$ cat src/rtl/xor_fold_arbiter.sv
`default_nettype none
// ---------------------------------------------------------------------------
// xor_fold_arbiter : round-robin share of one XOR-fold checksum datapath.
// Optional idle timeout with res_err output: define XOR_TIMEOUT_EN.
// Revision: 1.0
// ---------------------------------------------------------------------------
module xor_fold_arbiter #(
  parameter int NREQ    = 4,
  parameter int WIDTH   = 8,
  parameter int IDW     = 2,
  parameter int TIMEOUT = 15
) (
  input  logic                   clk,
  input  logic                   rst_n,
  input  logic [NREQ-1:0]        req_valid,
  input  logic [NREQ*WIDTH-1:0]  req_data,
  input  logic [NREQ-1:0]        req_last,
  output logic [NREQ-1:0]        req_ready,
  output logic                   res_valid,
  output logic [WIDTH-1:0]       res_data,
  output logic [IDW-1:0]         res_id,
  input  logic                   res_ready,
`ifdef XOR_TIMEOUT_EN
  output logic                   res_err,
`endif
  output logic                   busy
);

  typedef enum logic [1:0] {
    IDLE = 2'd0,
    FOLD = 2'd1,
    DONE = 2'd2
  } state_e;

  state_e           state_q, state_d;
  logic [WIDTH-1:0] acc_q, acc_d;
  logic [IDW-1:0]   grant_q, grant_d;
  logic [IDW-1:0]   rr_q, rr_d;
  logic [IDW-1:0]   pick_w;
  logic             found_w;
  logic [IDW-1:0]   rr_next_w;
  logic [WIDTH-1:0] word_w [NREQ];

  if (IDW != $clog2(NREQ) || TIMEOUT < 1) begin : g_bad_params
    $error("xor_fold_arbiter: IDW must equal clog2(NREQ) and TIMEOUT must be >= 1");
  end

  for (genvar g = 0; g < NREQ; g++) begin : g_unpack
    assign word_w[g] = req_data[g*WIDTH +: WIDTH];
  end

`ifdef XOR_TIMEOUT_EN
  localparam int CW = $clog2(TIMEOUT + 1);
  logic [CW-1:0] idle_q, idle_d;
  logic          err_q, err_d;
  assign res_err = err_q;
`endif

  // First requesting index at or above rr_q, wrapping past NREQ-1.
  always_comb begin
    pick_w  = rr_q;
    found_w = 1'b0;
    for (int k = 0; k < NREQ; k++) begin
      if (!found_w && req_valid[(int'(rr_q) + k) % NREQ]) begin
        found_w = 1'b1;
        pick_w  = IDW'((int'(rr_q) + k) % NREQ);
      end
    end
  end

  assign rr_next_w = (grant_q == IDW'(NREQ - 1)) ? '0 : grant_q + 1'b1;

  always_comb begin
    state_d = state_q;
    acc_d   = acc_q;
    grant_d = grant_q;
    rr_d    = rr_q;
`ifdef XOR_TIMEOUT_EN
    idle_d  = idle_q;
    err_d   = err_q;
`endif
    unique case (state_q)
      IDLE: begin
        if (found_w) begin
          grant_d = pick_w;
          acc_d   = '0;
          state_d = FOLD;
`ifdef XOR_TIMEOUT_EN
          idle_d  = '0;
`endif
        end
      end
      FOLD: begin
        if (req_valid[grant_q]) begin
          acc_d = acc_q ^ word_w[grant_q];
`ifdef XOR_TIMEOUT_EN
          idle_d = '0;
`endif
          if (req_last[grant_q]) state_d = DONE;
        end
`ifdef XOR_TIMEOUT_EN
        else if (idle_q == CW'(TIMEOUT - 1)) begin
          // Give up on a stalled burst and report what was folded so far.
          err_d   = 1'b1;
          state_d = DONE;
        end else begin
          idle_d = idle_q + 1'b1;
        end
`endif
      end
      DONE: begin
        if (res_ready) begin
          rr_d    = rr_next_w;
          state_d = IDLE;
`ifdef XOR_TIMEOUT_EN
          err_d   = 1'b0;
`endif
        end
      end
      default: state_d = IDLE;
    endcase
  end

  always_ff @(posedge clk or negedge rst_n) begin
    if (!rst_n) begin
      state_q <= IDLE;
      acc_q   <= '0;
      grant_q <= '0;
      rr_q    <= '0;
`ifdef XOR_TIMEOUT_EN
      idle_q  <= '0;
      err_q   <= 1'b0;
`endif
    end else begin
      state_q <= state_d;
      acc_q   <= acc_d;
      grant_q <= grant_d;
      rr_q    <= rr_d;
`ifdef XOR_TIMEOUT_EN
      idle_q  <= idle_d;
      err_q   <= err_d;
`endif
    end
  end

  always_comb begin
    req_ready = '0;
    if (state_q == FOLD) req_ready[grant_q] = 1'b1;
  end

  assign res_valid = (state_q == DONE);
  assign res_data  = (state_q == DONE) ? acc_q : '0;
  assign res_id    = (state_q == DONE) ? grant_q : '0;
  assign busy      = (state_q != IDLE);

endmodule
`default_nettype wire

$ cat config.mk
export PLATFORM = sky130hd
export DESIGN_NAME = xor_fold_arbiter
export DESIGN_NICKNAME = d
export VERILOG_FILES = /design/src/rtl/xor_fold_arbiter.sv
export SDC_FILE = /design/constraint.sdc
export NUM_CORES = 1
export LEC_CHECK = 0
export ABC_AREA = 1
export BUFFER_PORTS_ARGS = -buffer_cell sky130_fd_sc_hd__buf_2
export CAP_MARGIN = 30
export CORE_MARGIN = 10
export CORE_UTILIZATION = 34
export CTS_CLUSTER_DIAMETER = 30
export CTS_CLUSTER_SIZE = 30
export DETAILED_ROUTE_END_ITERATION = 12
export PLACE_DENSITY = 0.73
export REMOVE_ABC_BUFFERS = 1
export SLEW_MARGIN = 20
export SYNTH_ARGS = -nofsm -noshare
export SYNTH_HDL_FRONTEND = slang
export SYNTH_SLANG_ARGS = --single-unit
export TNS_END_PERCENT = 1
$ cat constraint.sdc
create_clock -name clk -period 3.4 [get_ports clk]
set_input_delay 0.17 -clock clk [delete_from_list [all_inputs] [get_ports clk]]
set_output_delay 0.17 -clock clk [all_outputs]
set_load 0.02 [all_outputs]
==> metrics.txt, run 1 <==
routed length per instance 12.5 µm; post-synthesis sequential area ratio 0.261; Hold WS about 140 ps; netlist area before placement between 1000 and 1500 µm²; area taken by multi-input logic gates 842 µm²; Setup crit start kind flip-flop; Pwr Total approximately 1400 µW; drt total wl roughly 4.1 mm; arrival time worst endpoint around 2200 ps; IO Count 59; Detail Placement HPWL approximately 3.2 mm; routed vias/inst roughly 4.7; htree depth 1; FF+latch count, synth 14; Tcrit/Tclk final 0.695; clock transition at the registers of the reported paths 60 ps; RSZ-0062 raised after global routing false; Post-Synthesis Cells 225; antenna violations before repair 0; leading post-synthesis cells by cell area dfrtp_1, nand2_1, nor2_1, o21ai_0, inv_1; Yosys warning total 0; CTS Buffer Depth 2; final net count roughly 330; Pre-Repair DR Iteration Count 4; antenna cells 0; Horiz. Die Dim just over 80 µm; worst r2r path cells 6; PwrDens 814 nW/µm²; fill count roughly 420; global-route wire length before repair around 7.0 mm; largest net degree at the start of global routing 28; Hold WC Path Type in2reg; clock sinks 14; Port Buffers 58; Max Cap Viol 0; Crit Path Max Fanout 27; fin worst setup slack roughly 1000 ps; row cnt 22; vias 1545; CTS tree built; Hold Fails Final Rpt 0; most common cell after layout, fill and taps aside nand2_1; commonest non-fill, non-tap cells in the layout nand2_1, buf_2, nor2_1; Sequential Area 350 µm²; Initial DRC Count between 80 and 90; syn avg cell area around 6.0 µm²; grt ovf 0; area share of the largest cell type after synthesis 0.261; outcome complete, no violations; relative slew slack 0.483; total global-route track usage 0.114; Synth-to-Final Area Change 27.3%; Tightest Pin Transition a little under 800 ps; CP Class reg2out; setup TNS 0 ps; Root Buffer clkbuf_8; Clock Skew about 3.7 ps; Initial Util 0.358; GPL Wtd Cong roughly 0.84; Die Area between 6000 and 7000 µm²; number of buffers created by CTS 3; Pins Over Slew Limit 0; Die Y ~83 µm; Synth cell types 25; CP required roughly 3200 ps; vias in the first global route about 1600; CORE AREA 3740 µm²; leakage around 0.00095 µW; final core occ 0.456; Setup violations, final 0; worst hold path depth 2; Place WS roughly 1300 ps; post-synth top area cell dfrtp_1; DRT antenna net count 0; total setup buffers inserted after CTS 0; Peak VDD IR approximately 0.38 mV; Remaining DRCs 0; min Tclk post-route about 2400 ps; clock latency on the worst-skew pair between 200 and 300 ps; Crit. End Element output pin; layout cells sized above 1 0.254; f_max between 400 and 500 MHz
-- cell families after synthesis --
family	synth area share
AND/OR/NAND/NOR	0.403
buffers and inverters	0.111
XOR/XNOR	0.0522
flip-flops	0.261
AO/OA/AOI/OAI	0.135
adder cells (fa/ha/maj)	0.0373
-- worst paths after layout --
check / start / end / slack [ps]
max: grant_q[0] / req_ready[0] / 1040
min reg2reg: acc_q[0] / acc_q[0] / 550
min in group asynchronous: rst_n / acc_q[5] / 360
min: res_ready / state_q[1] / 140
max reg2reg: grant_q[0] / acc_q[7] / 1270
max in group asynchronous: rst_n / rr_q[1] / 2780
-- synthesized netlist by cell type --
| master | instances |
|---|---|
| a21oi_1 | 3 |
| buf_2 | 3 |
| buf_4 | 1 |
| buf_6 | 1 |
| clkbuf_1 | 4 |
| dfrtp_1 | 14 |
| ha_1 | 4 |
| inv_1 | 23 |
| inv_2 | 2 |
| inv_4 | 1 |
| nand2_1 | 66 |
| nand2_2 | 2 |
| nand2_4 | 1 |
| nand3_1 | 14 |
| nand3_2 | 1 |
| nand4_1 | 1 |
| nor2_1 | 44 |
| nor2_2 | 1 |
| nor2_4 | 1 |
| o21ai_0 | 18 |
| o21ai_1 | 2 |
| o22ai_1 | 8 |
| o31ai_1 | 1 |
| o32ai_1 | 1 |
| xor2_1 | 8 |
-- stage by stage --
stage,area (µm²),instances
detailed placement,1640,322
global route,1710,327
global placement,1640,322
CTS,1710,327
floorplan,1290,216
finish,1710,327
-- state kept, by name (all words and copies together), names as in the netlist --
register,cells
acc_q,8
grant_q,2
state_q,2
rr_q,2
-- layout make-up --
cell class / count / share of cell area
timing repair buffer: 59 / 0.176
clock buffer: 4 / 0.0322
sequential: 14 / 0.205
tap: 48 / 0.0352
multi-input combinational: 176 / 0.493
inverter: 26 / 0.0586
-- power breakdown --
part / leakage (µW) / internal [µW] / switching [µW]
logic: 0.000743 / 310 / 570
clock network: 0.0000288 / 103 / 65.7
registers: 0.000179 / 228 / 114
total: 0.000951 / 640 / 750
-- routing by layer --
| metal | vias up | share of wire | GRT usage |
|---|---|---|---|
| li1 | 814 | - | - |
| met1 | 667 | 0.48 | 0.139 |
| met2 | 58 | 0.43 | 0.181 |
| met3 | 6 | 0.078 | 0.0391 |
| met4 | 0 | 0.013 | 0.0385 |
| met5 | - | 0 | 0 |
-- critical path, stage by stage, from the launching register on --
cell and delay, ps:
dfrtp_1 850, inv_1 490, ha_1 350, inv_1 50
nor2_1 30, buf_2 160
-- repair_timing --
action / in CTS / in global routing
hold buffers: 1 / 0
gates resized for setup: 0 / 0
hold endpoints to repair: 14 / 0
(Power assumes the default switching activity.)
==> inputs of run 2 (changes only) <==
==> constraint.sdc (replaced) <==
create_clock -name clk -period 2.2 [get_ports clk]
set_input_delay 0.11 -clock clk [delete_from_list [all_inputs] [get_ports clk]]
set_output_delay 0.11 -clock clk [all_outputs]
set_load 0.02 [all_outputs]
==> run 2 against run 1 <==
Clock skew up 0.61 ps. Wire length up 1.4%. Combinational power up 61%. Sequential share of layout area about the same. Core utilization about the same. Worst setup slack worse by 730 ps. Global-route usage about the same. Count of clock-buffer cells in the layout down 1. Register-to-register slack worse by 850 ps. Cell count up 0.31%. Clock power up 23%. Flip-flop and latch count unchanged. Largest cell class unchanged.
==> metrics.txt, run 2 (same netlist as run 1, synthesis figures left out) <==
Root Buffer clkbuf_8; Die Area ~6900 µm²; vias 1548; clock sinks 14; f_max ~530 MHz; outcome complete, no violations; worst r2r path cells 11; layout cells sized above 1 0.257; IO Count 59; Synth-to-Final Area Change 27.4%; GPL Wtd Cong between 0.8 and 0.9; placed cell count between 300 and 400; arrival time worst endpoint approximately 1800 ps; Crit-path slowest cell dfrtp_1; min Tclk post-route between 1500 and 2000 ps; largest net degree at the start of global routing 22; antenna violations before repair 0; fin worst setup slack roughly 310 ps; r2r setup slk 420 ps; Crit path top cell by count inv_1; Clock Skew 4.27 ps; CP endpoint req_ready[0]; most common cell after layout, fill and taps aside nand2_1; antenna cells 0; PwrDens around 1200 nW/µm²; Worst path depth 5; number of buffers created by CTS 3; Crit. End Element output pin; Max Cap Viol 0; Pre-Repair DR Iteration Count 4; Detail Placement HPWL 3.26 mm; worst path cell trace inv_1, ha_1, inv_1, nor2_1, buf_2; final std cells w/o fill around 330; register name with the most flops acc_q; Tightest Pin Transition 565 ps; drt total wl between 4 and 5 mm; Initial Util 0.358; CP bufs+invs 3; Crit Path Max Fanout 21; Port Buffers between 50 and 60; CORE AREA roughly 3700 µm²; routed vias/inst between 4 and 5; CTS Buffer Depth 2; Hold WC Path Type in2reg; global-route wire length before repair ~7 mm; Slowest Stage Delay on Critical Path roughly 510 ps; Place WS ~450 ps; Worst path top cell family by delay buffers and inverters; Critical R2R Capture grant_q[0]; Setup crit start kind flip-flop; RR Startpoint rr_q[0]; commonest non-fill, non-tap cells in the layout nand2_1, buf_2, nor2_1; vias in the first global route 1565; relative slew slack 0.623; Peak VDD IR slightly below 0.5 mV; Setup violations, final 0; Worst setup startpoint grant_q[0]; Horiz. Die Dim between 80 and 90 µm; clock transition at the registers of the reported paths roughly 60 ps; RSZ-0062 raised after global routing false; routed length per instance between 10 and 15 µm; max FFs per register 8; final core occ 0.457; setup TNS 0 ps; Hold Fails Final Rpt 0; clock latency on the worst-skew pair 240 ps; Pins Over Slew Limit 0; final net count 329; row cnt 22; Die Y about 83 µm; CTS tree built; Tcrit/Tclk final 0.860; CP required 2090 ps; Initial DRC Count slightly above 80; CP Class reg2out; total global-route track usage 0.114; leakage between 0.0009 and 0.001 µW; Remaining DRCs 0; htree depth 1; DRT antenna net count 0; total setup buffers inserted after CTS 0; grt ovf 0
[run 2: cell count changes in the layout (fill, tap and decap cells not counted)]
cell / delta
buf_4: +2
clkbuf_8: -1
[run 2: final cells by class]
type,count,area [µm²]
multi-input combinational,176,842
tap,48,60.1
sequential,14,350
timing repair buffer,61,315
clock buffer,3,41.3
inverter,26,100
fill,412,2030
[run 2: metrics by stage]
stage	total power [µW]	hold slack, ps	instance area (µm²)
2_1_floorplan	1540	-186	1290
3_5_place_dp	1920	35.1	1660
6_report	2130	95.3	1710
5_1_grt	2360	123	1710
3_3_place_gp	1900	25.1	1660
4_1_cts	2140	91.5	1710
[run 2: routing by layer]
metal  GRT usage  share of wire  up-vias
li1            -              -      817
met1       0.141           0.47      670
met2       0.180           0.45       57
met3      0.0391          0.075        4
met4      0.0323         0.0089        0
met5           0              0        -
[run 2: worst min path at each step]
stage | end | cells past startpoint | startpoint | slack [ps]
2_1_floorplan | acc_q[0] | 0 | rst_n | -190
3_3_place_gp | acc_q[5] | 1 | rst_n | 30
3_5_place_dp | acc_q[5] | 1 | rst_n | 40
4_1_cts | state_q[1] | 2 | res_ready | 90
5_1_grt | state_q[1] | 2 | res_ready | 120
6_report | state_q[1] | 2 | res_ready | 100
[run 2: report_power, final]
group	total [µW]	switching (µW)	internal, µW
sequential	506	153	353
combinational	1420	919	498
clock	207	86.3	121
[run 2: timing repair]
action / in CTS / in global routing
hold buffers: 1 / 0
endpoints found under the hold margin: 14 / 0
gates resized for setup: 0 / 0
==> inputs of run 3 (changes only) <==
--- a/config.mk
+++ b/config.mk
@@ -9,12 +9,12 @@
 export BUFFER_PORTS_ARGS = -buffer_cell sky130_fd_sc_hd__buf_2
 export CAP_MARGIN = 30
 export CORE_MARGIN = 10
-export CORE_UTILIZATION = 34
+export CORE_UTILIZATION = 47
 export CTS_CLUSTER_DIAMETER = 30
 export CTS_CLUSTER_SIZE = 30
 export DETAILED_ROUTE_END_ITERATION = 12
-export PLACE_DENSITY = 0.73
-export REMOVE_ABC_BUFFERS = 1
+export PLACE_DENSITY = 0.91
+export RECOVER_POWER = 50
 export SLEW_MARGIN = 20
 export SYNTH_ARGS = -nofsm -noshare
 export SYNTH_HDL_FRONTEND = slang
==> run 3 against run 2 <==
Non-clock buffer count unchanged. Final area decreased by 2.1%. First-iteration DRC count grew 14%. Global-route usage is 3.3 points higher. Combinational power barely moved. Core utilization grew 16 points. Fmax rose by 3.8%. Flip-flop and latch count did not move. Wire length fell by 6.2%.
==> metrics.txt, run 3 (same netlist as run 1, synthesis figures left out) <==
relative slew slack 0.493; Initial DRC Count 95; leakage 0.000922 µW; DRT antenna net count 0; CORE AREA 2730 µm²; final core occ 0.612; Horiz. Die Dim roughly 73 µm; combinational share of power 0.683; Pre-Repair DR Iteration Count 4; Port Buffers 58; arrival time worst endpoint 1710 ps; Hold Fails Final Rpt 0; CTS tree built; Crit Path Max Fanout 21; vias in the first global route 1571; layout cells sized above 1 0.231; largest net degree at the start of global routing 22; synthesized net count 272; CP required between 2000 and 2500 ps; Hold WC Path Type in2reg; clock latency on the worst-skew pair about 270 ps; register name with the most flops acc_q; Tightest Pin Transition approximately 760 ps; Synth-to-Final Area Change 24.7%; antenna cells 0; switching share of power 0.550; total global-route track usage 0.147; GPL Wtd Cong between 0.8 and 0.9; Clk pwr share 0.087; htree depth 1; Slowest Stage Delay on Critical Path between 400 and 500 ps; Crit. End Element output pin; commonest non-fill, non-tap cells in the layout nand2_1, buf_2, nor2_1; grt ovf 0; Pint between 900 and 1000 µW; Crit-path slowest cell dfrtp_1; vias approximately 1600; Die Area 5390 µm²; setup TNS 0 ps; Peak VDD IR between 0.7 and 0.8 mV; RSZ-0062 raised after global routing false; Crit path top cell by count inv_1; sequential power share 0.230; clock transition at the registers of the reported paths approximately 90 ps; IO Count 59; fin worst setup slack 377 ps; row cnt 19; Detail Placement HPWL 3.22 mm; routed vias/inst ~5.0; Tcrit/Tclk final 0.828; most common cell after layout, fill and taps aside nand2_1; CTS Buffer Depth 2; Pins Over Slew Limit 0; Place WS 462 ps; max FFs per register 8; Initial Util 0.491; Root Buffer clkbuf_4; outcome complete, no violations; total setup buffers inserted after CTS 0; Max Cap Viol 0; final net count approximately 330; Die Y around 73 µm; fill count 256; Setup crit start kind flip-flop; routed length per instance about 12 µm; clock sinks 14; Clock Skew 1.59 ps; antenna violations before repair 0; min Tclk post-route 1820 ps; PwrDens 1260 nW/µm²; drt total wl 3.89 mm; global-route wire length before repair roughly 6.7 mm; Setup violations, final 0; Remaining DRCs 0; worst path cell trace inv_1, ha_1, inv_1, nor2_1, buf_2; number of buffers created by CTS 3; P_sw around 1200 µW; f_max roughly 550 MHz; CP Class reg2out
-- run 3: cell count changes in the layout (fill, tap and decap cells not counted), sizes merged --
cell	before	now
clkbuf	3	12
buf	60	52
-- run 3: area by class of cell --
| type | instances | area, µm² | share of cell area |
|---|---|---|---|
| inverter | 26 | 100 | 0.0598 |
| timing repair buffer | 61 | 305 | 0.182 |
| tap | 31 | 38.8 | 0.0232 |
| sequential | 14 | 350 | 0.209 |
| clock buffer | 4 | 36.3 | 0.0217 |
| multi-input combinational | 176 | 842 | 0.503 |
-- run 3: timing repair --
| action | in CTS | in global routing |
|---|---|---|
| hold endpoints to repair | 14 | 0 |
| hold buffers | 1 | 0 |
| gates resized for setup | 0 | 0 |
-- run 3: final timing paths --
kind                            startpoint            to  slack, ps  cells after the start
worst min register to register    acc_q[4]      acc_q[4]        550                      2
min in group asynchronous            rst_n      acc_q[3]        410                      2
worst max-delay path            grant_q[0]  req_ready[0]        380                      5
max in group asynchronous            rst_n       rr_q[1]       1320                      2
worst min-delay path             res_ready    state_q[1]         40                      2
worst max register to register     rr_q[0]    grant_q[0]        430                     11
-- run 3: routing by layer --
metal	global-route usage	part of all wire	routed length (µm)	up-vias
li1	-	-	-	818
met1	0.176	0.44	1730	670
met2	0.243	0.46	1790	68
met3	0.0511	0.085	330	4
met4	0.0373	0.011	42	0
met5	0	0	0	-
-- run 3: per-stage QoR --
stage                     instances  total power (µW)  instance area [µm²]  hold WS (ps)
after floorplan                 225              1600                 1340          -186
after global placement          307              1890                 1640          16.3
after detailed placement        307              1920                 1640          18.6
after CTS                       312              2110                 1680          35.3
after global routing            312              2350                 1670          23.2
final                           312              2110                 1670          36.5
-- run 3: worst max-delay path: cells and delay by family, from the launching register on --
kind	cells	cell delay, ps
fa+ha+maj	1	240
buf+inv	3	650
flops	1	460
simple gates	1	80
-- run 3: power groups by stage --
| stage | Clock (µW) | Sequential, µW | Combinational (µW) |
|---|---|---|---|
| CTS | 185 | 484 | 1440 |
| global placement | 0 | 486 | 1400 |
| floorplan | 0 | 431 | 1170 |
| detailed placement | 0 | 487 | 1440 |
| finish | 184 | 485 | 1440 |
| global route | 200 | 506 | 1640 |
